**src/rtl/cpu_pkg.sv**
```systemverilog
// rtl/cpu_pkg.sv - shared register-file widths and write-port arbiter state encoding
package cpu_pkg;
  localparam int REG_ADDR_W = 5;
  localparam int DATA_W     = 32;

  typedef enum logic [1:0] {
    ARB_IDLE  = 2'd0,
    ARB_WAIT  = 2'd1,
    ARB_FORCE = 2'd2
  } arb_state_t;
endpackage

```
**src/rtl/rf_wq_fifo.sv**
```systemverilog
// rtl/rf_wq_fifo.sv - auxiliary write queue with per-entry valid bits and pending-write address compare
module rf_wq_fifo
  import cpu_pkg::*;
#(
  parameter int DEPTH = 4
) (
  input  logic                  clock,
  input  logic                  reset,
  input  logic                  push,
  input  logic [REG_ADDR_W-1:0] push_rd,
  input  logic [DATA_W-1:0]     push_din,
  input  logic                  pop,
  input  logic                  squash,
  input  logic [REG_ADDR_W-1:0] squash_rd,
  input  logic [REG_ADDR_W-1:0] qry_rs,
  input  logic [REG_ADDR_W-1:0] qry_rt,
  output logic                  ready,
  output logic                  head_valid,
  output logic                  head_live,
  output logic                  last,
  output logic [REG_ADDR_W-1:0] head_rd,
  output logic [DATA_W-1:0]     head_din,
  output logic                  hit_rs,
  output logic                  hit_rt
);
  localparam int PW = $clog2(DEPTH);
  localparam logic [PW:0] FULL_CNT = (PW+1)'(DEPTH);
  localparam logic [PW:0] ONE_CNT  = (PW+1)'(1);

  logic [REG_ADDR_W-1:0] rd_mem  [DEPTH];
  logic [DATA_W-1:0]     din_mem [DEPTH];
  logic [DEPTH-1:0]      vld;
  logic [PW-1:0]         wptr, rptr;
  logic [PW:0]           count, count_next;

  always_comb begin
    count_next = count;
    if (push && !pop)
      count_next = count + ONE_CNT;
    else if (!push && pop)
      count_next = count - ONE_CNT;
  end

  // A squashed slot stays occupied until it reaches the head, so ordering and occupancy are untouched.
  always_ff @(posedge clock or posedge reset) begin
    if (reset) begin
      wptr  <= '0;
      rptr  <= '0;
      count <= '0;
      vld   <= '0;
      ready <= 1'b1;
    end else begin
      for (int i = 0; i < DEPTH; i++)
        if (squash && vld[i] && rd_mem[i] == squash_rd)
          vld[i] <= 1'b0;
      if (pop) begin
        vld[rptr] <= 1'b0;
        rptr      <= rptr + PW'(1);
      end
      if (push) begin
        vld[wptr] <= 1'b1;
        wptr      <= wptr + PW'(1);
      end
      count <= count_next;
      ready <= (count_next != FULL_CNT);
    end
  end

  always_ff @(posedge clock) begin
    if (push) begin
      rd_mem[wptr]  <= push_rd;
      din_mem[wptr] <= push_din;
    end
  end

  assign head_valid = (count != '0);
  assign head_live  = vld[rptr];
  assign last       = (count == ONE_CNT);
  assign head_rd    = rd_mem[rptr];
  assign head_din   = din_mem[rptr];

  always_comb begin
    hit_rs = 1'b0;
    hit_rt = 1'b0;
    for (int i = 0; i < DEPTH; i++) begin
      if (vld[i] && rd_mem[i] == qry_rs && qry_rs != '0) hit_rs = 1'b1;
      if (vld[i] && rd_mem[i] == qry_rt && qry_rt != '0) hit_rt = 1'b1;
    end
  end
endmodule

```
**src/rtl/rf_wport_arbiter.sv**
```systemverilog
// rtl/rf_wport_arbiter.sv - register-file write-port sharing between writeback and an auxiliary unit
// Optional WAW squash of queued entries: RF_WPORT_WAW_SQUASH_EN.
module rf_wport_arbiter
  import cpu_pkg::*;
#(
  parameter int DEPTH        = 4,
  parameter int STARVE_LIMIT = 8
) (
  input  logic                  clock,
  input  logic                  reset,
  input  logic                  wb_we,
  input  logic [REG_ADDR_W-1:0] wb_rd,
  input  logic [DATA_W-1:0]     wb_din,
  input  logic                  aux_valid,
  input  logic [REG_ADDR_W-1:0] aux_rd,
  input  logic [DATA_W-1:0]     aux_din,
  output logic                  aux_ready,
  output logic                  rf_we,
  output logic [REG_ADDR_W-1:0] rf_rd,
  output logic [DATA_W-1:0]     rf_din,
  output logic                  stall_req,
  input  logic [REG_ADDR_W-1:0] qry_rs,
  input  logic [REG_ADDR_W-1:0] qry_rt,
  output logic                  hit_rs,
  output logic                  hit_rt
);
  localparam int CW = $clog2(STARVE_LIMIT + 1);
  localparam logic [CW-1:0] CNT_TRIP = CW'(STARVE_LIMIT - 1);

  logic                  pipe_busy, push, pop, squash, blocked;
  logic                  head_valid, head_live, last;
  logic [REG_ADDR_W-1:0] head_rd;
  logic [DATA_W-1:0]     head_din;
  logic [CW-1:0]         starve_cnt;
  arb_state_t            state;

  assign pipe_busy = wb_we && (wb_rd != '0);
  assign push      = aux_valid && aux_ready && (aux_rd != '0);
  // A squashed head frees its slot without touching the register file, so the pipeline cannot block it.
  assign pop       = head_valid && (!head_live || !pipe_busy);
  assign blocked   = head_valid && head_live && pipe_busy;

`ifdef RF_WPORT_WAW_SQUASH_EN
  assign squash = pipe_busy;
`else
  assign squash = 1'b0;
`endif

  rf_wq_fifo #(.DEPTH(DEPTH)) u_fifo (
    .clock      (clock),
    .reset      (reset),
    .push       (push),
    .push_rd    (aux_rd),
    .push_din   (aux_din),
    .pop        (pop),
    .squash     (squash),
    .squash_rd  (wb_rd),
    .qry_rs     (qry_rs),
    .qry_rt     (qry_rt),
    .ready      (aux_ready),
    .head_valid (head_valid),
    .head_live  (head_live),
    .last       (last),
    .head_rd    (head_rd),
    .head_din   (head_din),
    .hit_rs     (hit_rs),
    .hit_rt     (hit_rt)
  );

  always_comb begin
    rf_we  = 1'b0;
    rf_rd  = '0;
    rf_din = '0;
    if (!reset) begin
      if (pipe_busy) begin
        rf_we  = 1'b1;
        rf_rd  = wb_rd;
        rf_din = wb_din;
      end else if (head_valid && head_live) begin
        rf_we  = 1'b1;
        rf_rd  = head_rd;
        rf_din = head_din;
      end
    end
  end

  always_ff @(posedge clock or posedge reset) begin
    if (reset) begin
      state      <= ARB_IDLE;
      starve_cnt <= '0;
      stall_req  <= 1'b0;
    end else begin
      case (state)
        ARB_IDLE: begin
          starve_cnt <= '0;
          if (push) state <= ARB_WAIT;
        end
        ARB_WAIT: begin
          if (pop) begin
            starve_cnt <= '0;
            if (last && !push) state <= ARB_IDLE;
          end else if (blocked) begin
            starve_cnt <= starve_cnt + CW'(1);
            if (starve_cnt + CW'(1) >= CNT_TRIP) begin
              state     <= ARB_FORCE;
              stall_req <= 1'b1;
            end
          end
        end
        ARB_FORCE: begin
          if (pop) begin
            starve_cnt <= '0;
            stall_req  <= 1'b0;
            state      <= (last && !push) ? ARB_IDLE : ARB_WAIT;
          end
        end
        default: begin
          state      <= ARB_IDLE;
          starve_cnt <= '0;
          stall_req  <= 1'b0;
        end
      endcase
    end
  end
endmodule

```
**config.mk**
```make
export PLATFORM = sky130hd
export DESIGN_NAME = rf_wport_arbiter
export DESIGN_NICKNAME = d
export VERILOG_FILES = /design/src/rtl/cpu_pkg.sv /design/src/rtl/rf_wq_fifo.sv /design/src/rtl/rf_wport_arbiter.sv
export SDC_FILE = /design/constraint.sdc
export NUM_CORES = 1
export LEC_CHECK = 0
export CAP_MARGIN = 20
export CELL_PAD_IN_SITES_DETAIL_PLACEMENT = 1
export CELL_PAD_IN_SITES_GLOBAL_PLACEMENT = 1
export CORE_MARGIN = 10
export CORE_UTILIZATION = 25
export CTS_CLUSTER_DIAMETER = 100
export CTS_CLUSTER_SIZE = 28
export DETAILED_ROUTE_END_ITERATION = 16
export GPL_ROUTABILITY_DRIVEN = 0
export PLACE_DENSITY = 0.63
export SETUP_SLACK_MARGIN = 0.2
export SLEW_MARGIN = 30
export SYNTH_ARGS = -nofsm -noshare
export SYNTH_HDL_FRONTEND = slang
export SYNTH_SLANG_ARGS = --single-unit
```
**constraint.sdc**
```tcl
create_clock -name clock -period 3.5 [get_ports clock]
set_input_delay 1.05 -clock clock [delete_from_list [all_inputs] [get_ports clock]]
set_output_delay 1.05 -clock clock [all_outputs]
set_load 0.01 [all_outputs]
```
==> results.json, run 1 <==
{
  "ys_seq_elements": 167,
  "ios": 130,
  "worstPathArrival_ns": 2.70,
  "synth_area_leaders": "edfxtp_1 (59%), mux4_2 (11%), dfrtp_1 (5.9%)",
  "path_max_fanout": 8,
  "critPathLaunch": "wb_rd[1]",
  "core_area_um2": 29800,
  "synth_warnings": 0,
  "fin_crit_sh_pct": 107,
  "synthFlopType": "edfxtp_1",
  "syn_inst": 513,
  "finalCriticalPeriod_ns": 3.75,
  "die_width_um": 194,
  "violations": "setup timing",
  "syn_nets": 615,
  "drc": 0,
  "dp_slack_ns": -0.874,
  "synth_area_um2": 7590,
  "hold_depth": 1,
  "maxSlewViolCount": 0,
  "cp.required_ns": 2.45,
  "cts_max_level": 4,
  "synth_top_cell_by_area": "edfxtp_1",
  "cp-end-kind": "output pin",
  "min-delay-start": "starve_cnt[3]",
  "drtIter0Drc": 174,
  "grt_overflow": 0,
  "slew_headroom_pct": 71.2,
  "max_freq_mhz": 267,
  "avgSynthCellArea_um2": 14.8,
  "rsz0062_at_grt": "yes",
  "hpwl_um": 14500,
  "cts_buffers": 17,
  "async_flop_share_pct": 11.4,
  "clock_sinks": 167,
  "ys_types": 48,
  "synth_most_common_cell": "edfxtp_1",
  "cts_root_buf": "clkbuf_16",
  "hold_path_class": "reg2reg",
  "vdd_drop_max_v": 0.000329,
  "grt_pass1_vias": 5419,
  "nFillCells": 3091,
  "drive_gt1_share_pct": 41.7,
  "ctsHoldBuffers": 0,
  "power.total_w": 0.00753,
  "cts.path.max_buffers": 2,
  "via_per_inst": 4.51,
  "wire_per_inst_um": 19.6,
  "ff2ff_path_depth": 6,
  "drtAntennaViolNets": 0,
  "cap_violations": 0,
  "grt_max_degree": 22,
  "die_area_um2": 37700,
  "yosysSeqAreaShare_pct": 64.9,
  "numPortBuffers": 129,
  "syn_to_final_growth_pct": 44.2,
  "tightest_slew_ns": 0.431,
  "die_y_um": 194,
  "grt_pass1_wl_um": 33200,
  "finClkSkew_ns": 0.0101,
  "ys_top_cells_by_count": "edfxtp_1 (148), nand2_1 (86), a21oi_1 (40), mux4_2 (38), xor2_1 (34)",
  "postRouteWirelength_um": 21700,
  "multi_input_comb_area_um2": 2920,
  "grt_antenna_before_repair": 0,
  "worstSkewPairLatency_ns": 0.42,
  "crit_type": "in2out",
  "power.leakage_nw": 3.99,
  "p_per_area_nw_per_um2": 688,
  "antenna_cells": 0,
  "worst_slack_ns": -0.246,
  "clkTransAtPathRegs_ns": 0.06,
  "cp-start-kind": "input port",
  "seq_area_um2": 4920,
  "cts_tree": "yes",
  "netlist.area_leader.share_pct": 58.6,
  "final_nets": 805,
  "start_util_pct": 25.5,
  "finalSetupViolations": 34,
  "vias": 4979,
  "reg2reg_from": "u_fifo.rptr[0]",
  "rows": 63,
  "dr.pass1.iters": 4,
  "synth-edff-count": 148,
  "status": "finished, violations left",
  "hold_violations": 0,
  "grt_util_all_layers_pct": 11.4
}
## worst paths after layout
check	end	slack [ns]
worst min register to register	starve_cnt[3]	0.55
min in group asynchronous	u_fifo.count[1]	1.21
worst max register to register	u_fifo.ready	1.39
worst max-delay path	rf_din[1]	-0.25
worst min-delay path	starve_cnt[3]	0.55
max in group asynchronous	u_fifo.ready	2.02
## kinds of logic (layout without fill, tap and decap cells)
family,after synthesis,after routing,share of synthesized area (%)
buffers and inverters,45,247,2.36
XOR/XNOR,47,47,5.43
flip-flops,167,167,64.9
AO/OA/AOI/OAI,71,71,5.71
adder cells (fa/ha/maj),15,15,2.46
AND/OR/NAND/NOR,129,129,7.77
multiplexers,39,39,11.4
## placed cells by master, fill, tap and decap left out, types with 13 or more instances in the layout
cell / netlist / routed
a21oi_2: 1 / 37
buf_2: 8 / 39
buf_4: 0 / 37
buf_6: 0 / 32
clkbuf_16: 0 / 18
clkdlybuf4s50_1: 0 / 75
dfrtp_1: 18 / 16
edfxtp_1: 148 / 148
ha_1: 14 / 14
mux4_2: 38 / 38
nand2_1: 86 / 52
nand2_2: 0 / 18
nand2_4: 0 / 16
xnor2_1: 13 / 13
xor2_1: 34 / 27
## worst max-delay path, stage by stage
cell,delay [ns]
buf_6,0.09
or4_4,0.55
o21ai_4,0.17
buf_6,0.13
buf_12,0.10
buf_12,0.12
buf_12,0.15
nand2_4,0.05
a21oi_2,0.11
buf_2,0.14
## layout make-up
cell class,count,area share (%)
inverter,12,0.435
clock buffer,19,3.96
sequential,167,45.0
timing repair buffer,204,18.4
clock inverter,12,1.09
multi-input combinational,301,26.7
tap,390,4.46
## routing by layer
layer	vias up	track usage, %	part of all wire (%)
met5	-	0	0
met4	0	3.12	1.3
met3	20	2.65	3.5
met2	93	19.6	52
met1	2566	14.0	43
li1	2300	-	-
## timing repair
| action | CTS | global route |
|---|---|---|
| pin swaps | 17 | 27 |
| resized for setup | 273 | 67 |
| endpoints found under the setup margin | 40 | 40 |
| setup buffers | 20 | 5 |
| gates cloned | 4 | 1 |
## where the power goes
group / internal [W] / switching [W]
Clock: 0.000987 / 0.000784
Combinational: 0.00143 / 0.00149
Sequential: 0.00261 / 0.000223
## flip-flops by register name, summed over array words and instances, names as in the netlist
name / count
u_fifo.rptr: 2
starve_cnt: 4
u_fifo.wptr: 2
state: 2
u_fifo.rd_mem: 20
u_fifo.vld: 4
u_fifo.din_mem: 128
u_fifo.ready: 1
u_fifo.count: 3
stall_req: 1
## metrics by stage
step / hold slack [ns] / instances / area (µm²) / setup TNS [ns] / util [%]
after global placement: 0.538 / 1044 / 9790 / -31.01 / 32.9
after global routing: 0.591 / 1105 / 10900 / -9.40 / 36.7
after detailed placement: 0.545 / 1044 / 9790 / -31.94 / 32.9
after CTS: 0.560 / 1099 / 10600 / -6.79 / 35.5
after floorplan: 0.488 / 513 / 7770 / 0 / -
final: 0.552 / 1105 / 10900 / -6.83 / 36.7
Power figures use the tool's default switching activity.
==> run 2, diff against run 1 <==
--- a/config.mk
+++ b/config.mk
@@ -11,7 +11,7 @@
 export CORE_MARGIN = 10
 export CORE_UTILIZATION = 25
 export CTS_CLUSTER_DIAMETER = 100
-export CTS_CLUSTER_SIZE = 28
+export CTS_CLUSTER_SIZE = 10
 export DETAILED_ROUTE_END_ITERATION = 16
 export GPL_ROUTABILITY_DRIVEN = 0
 export PLACE_DENSITY = 0.63
==> results of run 2 <==
The final DEF is identical to that of run 1; final timing and power are the same.
